### src/rtl/mem_arb_pkg.sv
// Shared definitions for the data-memory port-B arbiter: default widths,
// requester IDs and the read-pipeline entry type.
package mem_arb_pkg;

   localparam int unsigned ADDR_W_DEF = 16;
   localparam int unsigned DATA_W_DEF = 16;

   localparam logic REQ_VGA = 1'b0;
   localparam logic REQ_IO  = 1'b1;

   typedef struct packed {
      logic valid;
      logic owner;
   } rd_entry_t;

endpackage

### src/rtl/arb_starve_counter.sv
// Saturating wait counter used to bound how long requester 1 can be held off.
module arb_starve_counter #(
   parameter int unsigned MaxCount = 8
) (
   input  logic clk_i,
   input  logic rst_i,
   input  logic inc_i,
   input  logic clr_i,
   output logic at_max_o
);

   localparam int unsigned CntW = $clog2(MaxCount + 1);
   localparam logic [CntW-1:0] CntMax = CntW'(MaxCount);

   logic [CntW-1:0] cnt_q, cnt_d;

   always_comb begin
      cnt_d = cnt_q;
      if (clr_i) begin
         cnt_d = '0;
      end else if (inc_i && (cnt_q != CntMax)) begin
         cnt_d = cnt_q + 1'b1;
      end
   end

   always_ff @(posedge clk_i) begin
      if (rst_i) begin
         cnt_q <= '0;
      end else begin
         cnt_q <= cnt_d;
      end
   end

   assign at_max_o = (cnt_q >= CntMax);

endmodule

### src/rtl/mem_port_arbiter.sv
// Two-requester arbiter for block-RAM port B: fixed priority to the display
// reader, with a starvation bound for the I/O requester and a 2-stage read tag pipe.
module mem_port_arbiter
   import mem_arb_pkg::*;
#(
   parameter int unsigned ADDR_W   = ADDR_W_DEF,
   parameter int unsigned DATA_W   = DATA_W_DEF,
   parameter int unsigned WAIT_MAX = 8
) (
   input  logic              clk,
   input  logic              reset,
   input  logic              req0,
   input  logic              we0,
   input  logic [ADDR_W-1:0] addr0,
   input  logic [DATA_W-1:0] wdata0,
   output logic              grant0,
   output logic              rvalid0,
   input  logic              req1,
   input  logic              we1,
   input  logic [ADDR_W-1:0] addr1,
   input  logic [DATA_W-1:0] wdata1,
   output logic              grant1,
   output logic              rvalid1,
   output logic [DATA_W-1:0] rdata,
   output logic [ADDR_W-1:0] mem_addr,
   output logic [DATA_W-1:0] mem_din,
   output logic              mem_we,
   input  logic [DATA_W-1:0] mem_q
);

   logic              at_max;
   logic              starved;
   logic [ADDR_W-1:0] mem_addr_q, mem_addr_d;
   logic [DATA_W-1:0] mem_din_q, mem_din_d;
   logic              mem_we_q, mem_we_d;
   rd_entry_t         stage1_q, stage1_d;
   rd_entry_t         stage2_q, stage2_d;

   arb_starve_counter #(
      .MaxCount (WAIT_MAX)
   ) u_starve (
      .clk_i    (clk),
      .rst_i    (reset),
      .inc_i    (req1 && !grant1),
      .clr_i    (!req1 || grant1),
      .at_max_o (at_max)
   );

   assign starved = at_max && req1;

   always_comb begin
      grant1 = !reset && req1 && (!req0 || starved);
      grant0 = !reset && req0 && !grant1;
   end

   // Address/data hold when idle; only the write enable drops.
   always_comb begin
      mem_addr_d = mem_addr_q;
      mem_din_d  = mem_din_q;
      mem_we_d   = 1'b0;
      stage1_d   = '0;
      stage2_d   = stage1_q;
      if (grant1) begin
         mem_addr_d = addr1;
         mem_din_d  = wdata1;
         mem_we_d   = we1;
         stage1_d   = '{valid: !we1, owner: REQ_IO};
      end else if (grant0) begin
         mem_addr_d = addr0;
         mem_din_d  = wdata0;
         mem_we_d   = we0;
         stage1_d   = '{valid: !we0, owner: REQ_VGA};
      end
   end

   always_ff @(posedge clk) begin
      if (reset) begin
         mem_addr_q <= '0;
         mem_din_q  <= '0;
         mem_we_q   <= 1'b0;
         stage1_q   <= '0;
         stage2_q   <= '0;
      end else begin
         mem_addr_q <= mem_addr_d;
         mem_din_q  <= mem_din_d;
         mem_we_q   <= mem_we_d;
         stage1_q   <= stage1_d;
         stage2_q   <= stage2_d;
      end
   end

   assign mem_addr = mem_addr_q;
   assign mem_din  = mem_din_q;
   assign mem_we   = mem_we_q;
   assign rdata    = mem_q;
   assign rvalid0  = stage2_q.valid && (stage2_q.owner == REQ_VGA);
   assign rvalid1  = stage2_q.valid && (stage2_q.owner == REQ_IO);

endmodule

### config.mk
export PLATFORM = sky130hd
export DESIGN_NAME = mem_port_arbiter
export DESIGN_NICKNAME = d
export VERILOG_FILES = /design/src/rtl/mem_arb_pkg.sv /design/src/rtl/arb_starve_counter.sv /design/src/rtl/mem_port_arbiter.sv
export SDC_FILE = /design/constraint.sdc
export NUM_CORES = 1
export LEC_CHECK = 0
export CORE_MARGIN = 3
export CORE_UTILIZATION = 60
export DETAILED_ROUTE_END_ITERATION = 8
export DONT_BUFFER_PORTS = 1
export PLACE_DENSITY = 0.76
export SLEW_MARGIN = 5
export SYNTH_ARGS = -nofsm -noshare
export SYNTH_HDL_FRONTEND = slang
export SYNTH_HIERARCHICAL = 1
export SYNTH_SLANG_ARGS = --single-unit
export TNS_END_PERCENT = 1
### constraint.sdc
create_clock -name clk -period 3.6 [get_ports clk]
set_input_delay 0.54 -clock clk [delete_from_list [all_inputs] [get_ports clk]]
set_output_delay 0.54 -clock clk [all_outputs]
set_load 0.01 [all_outputs]
# Word-level counts from Yosys, hierarchy flattened
# Cells that the tools add are included.
dict set report word_totals {
  out_inout_bits 53
  reg_bits 41
  elab_cells 39
}
dict set report classes {
  reduce_logical 19
  n_eq_ne 1
  muxes 8
  magnitude_cmp 1
  bitwise 1
  add_sub_neg 1
}
# cell n
set ops {}
lappend ops {{two-way mux 16 bit} 4}
lappend ops {{logical AND 1 bit} 9}
lappend ops {{zero test 1 bit} 6}
lappend ops {{adder 4 x 1 -> 4 bit (second input constant)} 1}
lappend ops {{greater-or-equal comparator 4 bit (second input constant)} 1}
lappend ops {{two-way mux 2 bit} 2}
lappend ops {{inequality test 4 bit (second input constant)} 1}
lappend ops {{logical OR 1 bit} 2}
lappend ops {{two-way mux 1 bit} 2}
lappend ops {{nonzero test 2 bit} 1}
lappend ops {{OR reduction 2 bit} 1}
lappend ops {{inverter 1 bit} 1}

# Depth between registers and ports, before layout
dict set report depth {
  ltp_word 8
  ltp_mapped 7
}

# Modules after synthesis
# The synthesis kept the hierarchy.
# module n_inst cells_each seq_area_each_um2 area_per_inst_um2
set by_module_without_submodules {}
lappend by_module_without_submodules {mem_port_arbiter 1 187 740.7 1831.8}
lappend by_module_without_submodules {arb_starve_counter 1 25 80.1 212.7}

# Worst setup path before layout
# OpenSTA, ideal clock, no wires.
dict set report synth_path {
  path_kind {register to output}
  startpoint {register u_starve.cnt_q[3]}
  endpoint {output grant0}
  stages_incl_launch_ff 6
  required_time_ns 3.060
  setup_slack_ns 1.741
  arrival_ns 1.319
  cell_sequence {dfxtp_1 -> dlygate4sd1_1 -> nor2b_4 -> nor3b_4 -> buf_6 -> nor3_1}
}
dict set report synth_between {
  elab_chain_len 6
}
# element line_no
set synth_rtl {}
lappend synth_rtl {{from (decl)} arb_starve_counter.sv:15} ;# logic [CntW-1:0] cnt_q, cnt_d;
lappend synth_rtl {{from (signal assigned)} arb_starve_counter.sv:30} ;# cnt_q <= cnt_d;
lappend synth_rtl {{greater-or-equal comparator 4 bit} arb_starve_counter.sv:34} ;# assign at_max_o = (cnt_q >= CntMax);
lappend synth_rtl {{via at_max} mem_port_arbiter.sv:31} ;# logic at_max;
lappend synth_rtl {{logical AND 1 bit} mem_port_arbiter.sv:49} ;# assign starved = at_max && req1;
lappend synth_rtl {{logical OR 1 bit} mem_port_arbiter.sv:52} ;# grant1 = !reset && req1 && (!req0 || starved);
lappend synth_rtl {{logical AND 1 bit} mem_port_arbiter.sv:52}
lappend synth_rtl {{via grant1} mem_port_arbiter.sv:22} ;# output logic grant1,
lappend synth_rtl {{zero test 1 bit} mem_port_arbiter.sv:53} ;# grant0 = !reset && req0 && !grant1;
lappend synth_rtl {{logical AND 1 bit} mem_port_arbiter.sv:53}
lappend synth_rtl {{to (decl)} mem_port_arbiter.sv:16} ;# output logic grant0,
# The timed path passes the listed nets, and every way through them passes these cells.

# Worst setup path after layout
dict set report layout_path {
  startpoint {register u_starve.cnt_q[3]}
  endpoint {output grant1}
}
dict set report layout_between {
  elab_chain_len 4
}
# element line_no
set layout_rtl {}
lappend layout_rtl {{greater-or-equal comparator 4 bit} arb_starve_counter.sv:34}
lappend layout_rtl {{logical AND 1 bit} mem_port_arbiter.sv:49}
lappend layout_rtl {{logical OR 1 bit} mem_port_arbiter.sv:52}
lappend layout_rtl {{logical AND 1 bit} mem_port_arbiter.sv:52}
lappend layout_rtl {{to (decl)} mem_port_arbiter.sv:22}
# Every way passes these cells.

==> metrics <==
status=finished, final reports clean; io pins=between 100 and 150; DR iter-0 viols=~130; Clk pwr share=27.2%; Max-cap violations=0; wirelength, routed=4880 um; routed vias/inst=6.79; vias in the first global route=1513; Worst Tran Pin Value=1210 ps; WP data required=about 3100 ps; Sequential Area=821 um2; final setup TNS=0 ps; register share of total power=64.3%; fin nets=272; Multi-input gate area=851 um2; NetSw=212 uW; Filler Cell Count=between 200 and 300; chip height=64.4 um; critical path's top delay family=buffers and inverters; Crit. End Element=primary output; CP max-delay cell=buf_4; Max Transition Viols Final=0; H-Tree Depth=2; Mapped Nets=300; endpoints failing hold=0; clock slew at reported path FFs=about 130 ps; worst path cell trace=buf_4 -> nor2b_4 -> nor3b_4 -> buf_4; TritonCTS clock tree=yes; antenna viol nets, final=0; clock buffer count from CTS=5; Final setup viols=0; crit share post-route=61.3%; RSZ-0062 raised after global routing=false; DIE AREA=between 4000 and 5000 um2; setup bufs post-CTS=0; initial antenna violation count=0; cell internal pwr=591 uW; ANT cells=0; maximum root-to-sink buffer count=2; FF-to-FF setup slack=1800 ps; worst stage delay on the critical path=400 ps; Post-Syn Area=2040 um2; DRC viols=0; Port Buffer Count=0; core area=between 3000 and 4000 um2; warnings from Yosys=6; Row Count=20; GP Congestion=0.714; Total GRT Usage=23.1%; Cell Pwr Density=415 nW/um2; mean area per synthesized cell=between 9 and 10 um2; sw frac=26.4%; post_cts resized=0; class of the worst hold path=input pin to flip-flop; Yosys cell types=31; CP max FO=36; FMAX=453 MHz; critical path class=flip-flop to primary output; CP Buf/Inv Count=2; vias=1556; CTS Sinks=41; Final min period=2210 ps; DPL Wire Length=between 3000 and 4000 um; Area Overhead vs Synth=-5.32%; max_slew headroom=19.3%; Leak Pwr=0.788 nW; Setup crit start kind=flip-flop; Initial Utilization=between 60 and 70%; first-pass GRT wire length=7510 um; register area share after synthesis=about two fifths; most frequent CP cell=buf_4; Comb power frac=roughly 8.5%; Mapped Cells=212; Util after Layout=61.4%; CTS Hold Bufs=0; flops & latches, synth=41; critical path data arrival time=1670 ps; remaining global-route overflow=0; Worst VDD drop=0.000225 V; Worst Skew=11.6 ps; Pre-antenna DRT Iters=4; clock root buffer master=clkbuf_4; largest net degree at the start of global routing=45; worst skew pair latency=340 ps; share of cells above drive strength 1=7.57%; chip width=64.4 um; wire length per cell=21.3 um
==> power groups by stage <==
stage	registers (mW)	clock network (mW)	logic, mW
after floorplan	0.520	0	0.0884
after global placement	0.525	0	0.0640
after detailed placement	0.526	0	0.0682
after CTS	0.516	0.227	0.0685
after global routing	0.520	0.249	0.0772
final	0.516	0.219	0.0682
==> Yosys cell counts <==
master,count,area share (%)
nor2b_1,3,0.92
mux2_2,1,0.55
nor3_1,2,0.49
nor3b_4,1,0.92
a21oi_1,1,0.24
nor3_2,1,0.49
a221o_1,32,16
nor2b_4,1,0.67
xor2_1,1,0.43
and2_1,1,0.31
o21ai_1,1,0.24
a21boi_1,1,0.37
mux2i_1,2,0.98
inv_1,37,6.8
nor2_1,1,0.18
dfxtp_1,41,40
buf_2,11,2.7
dlygate4sd1_1,1,0.43
and3_1,1,0.31
ha_1,2,1.2
clkbuf_1,6,1.1
buf_4,16,5.9
or3b_1,1,0.43
buf_6,3,1.7
nand2_1,7,1.3
or4b_1,1,0.49
nor3b_1,1,0.37
nand4_1,1,0.31
a311o_1,1,0.49
o21ai_0,1,0.24
a2111oi_0,32,14
==> logic make-up after synthesis <==
family / Yosys count / share of synthesized area [%]
buf+inv: 74 / 18.5
mux: 3 / 1.53
compound gates: 69 / 31.0
xor+xnor: 1 / 0.428
simple gates: 22 / 7.16
fa+ha+maj: 2 / 1.22
flops: 41 / 40.1
==> metrics by stage <==
stage	total power, mW	std cells	area, um2	setup slack, ps	hold slack, ps
4_1_cts	0.812	229	1940	1390	245
3_5_place_dp	0.594	221	1880	1730	432
3_3_place_gp	0.589	221	1880	1730	427
5_1_grt	0.845	229	1940	1270	235
2_1_floorplan	0.608	212	2040	1740	414
6_report	0.803	229	1940	1390	265
==> layer usage <==
metal  wire [um]  part of all wire, %  track usage [%]
met1        1800                   37             26.0
met3         407                  8.3             7.38
met2        2600                   53             40.6
met5           0                    0                0
met4          63                  1.3             8.18
==> path summary, 6_finish.rpt <==
path,depth (start not counted),from,endpoint
hold reg to reg,1,stage1_q[0],stage2_q[0]
hold / removal,1,reset,u_starve/cnt_q[3]
setup reg to reg,5,u_starve/cnt_q[3],mem_we
setup / recovery,4,u_starve/cnt_q[3],grant1
==> sequential cells by signal, indices dropped and copies added, names as in the netlist <==
register / count
stage1_q: 2
mem_din: 16
mem_addr: 16
u_starve/cnt_q: 4
mem_we: 1
stage2_q: 2
==> placed cells by master, fill, tap and decap left out, drive strengths merged <==
| master | Yosys | layout |
|---|---|---|
| nor2 | 1 | 1 |
| or4b | 1 | 1 |
| nor3 | 3 | 3 |
| a311o | 1 | 1 |
| nand4 | 1 | 1 |
| dfxtp | 41 | 41 |
| inv | 37 | 37 |
| a21boi | 1 | 1 |
| ha | 2 | 2 |
| and3 | 1 | 1 |
| buf | 30 | 2 |
| a2111oi | 32 | 32 |
| clkinv | 0 | 2 |
| nor3b | 2 | 2 |
| and2 | 1 | 1 |
| a221o | 32 | 32 |
| mux2 | 1 | 1 |
| xor2 | 1 | 1 |
| a21oi | 1 | 1 |
| nand2 | 7 | 7 |
| o21ai | 2 | 2 |
| mux2i | 2 | 2 |
| or3b | 1 | 1 |
| clkinvlp | 0 | 1 |
| nor2b | 4 | 4 |
| clkbuf | 6 | 5 |
==> area by class of cell <==
class	instances	area share, %
Clock inverter	3	0.905
Multi-Input combinational cell	97	44.0
Timing Repair Buffer	2	0.776
Inverter	37	7.18
Tap cell	44	2.84
Clock buffer	5	1.94
Sequential cell	41	42.4
==> worst reg2reg max path, cell delays in order, from the launching register on <==
cell and delay, ps:
dfxtp_1 330, buf_4 300, nor2b_4 110, nor3b_4 190, buf_4 400, mux2_2 380
(Power assumes the default switching activity.)
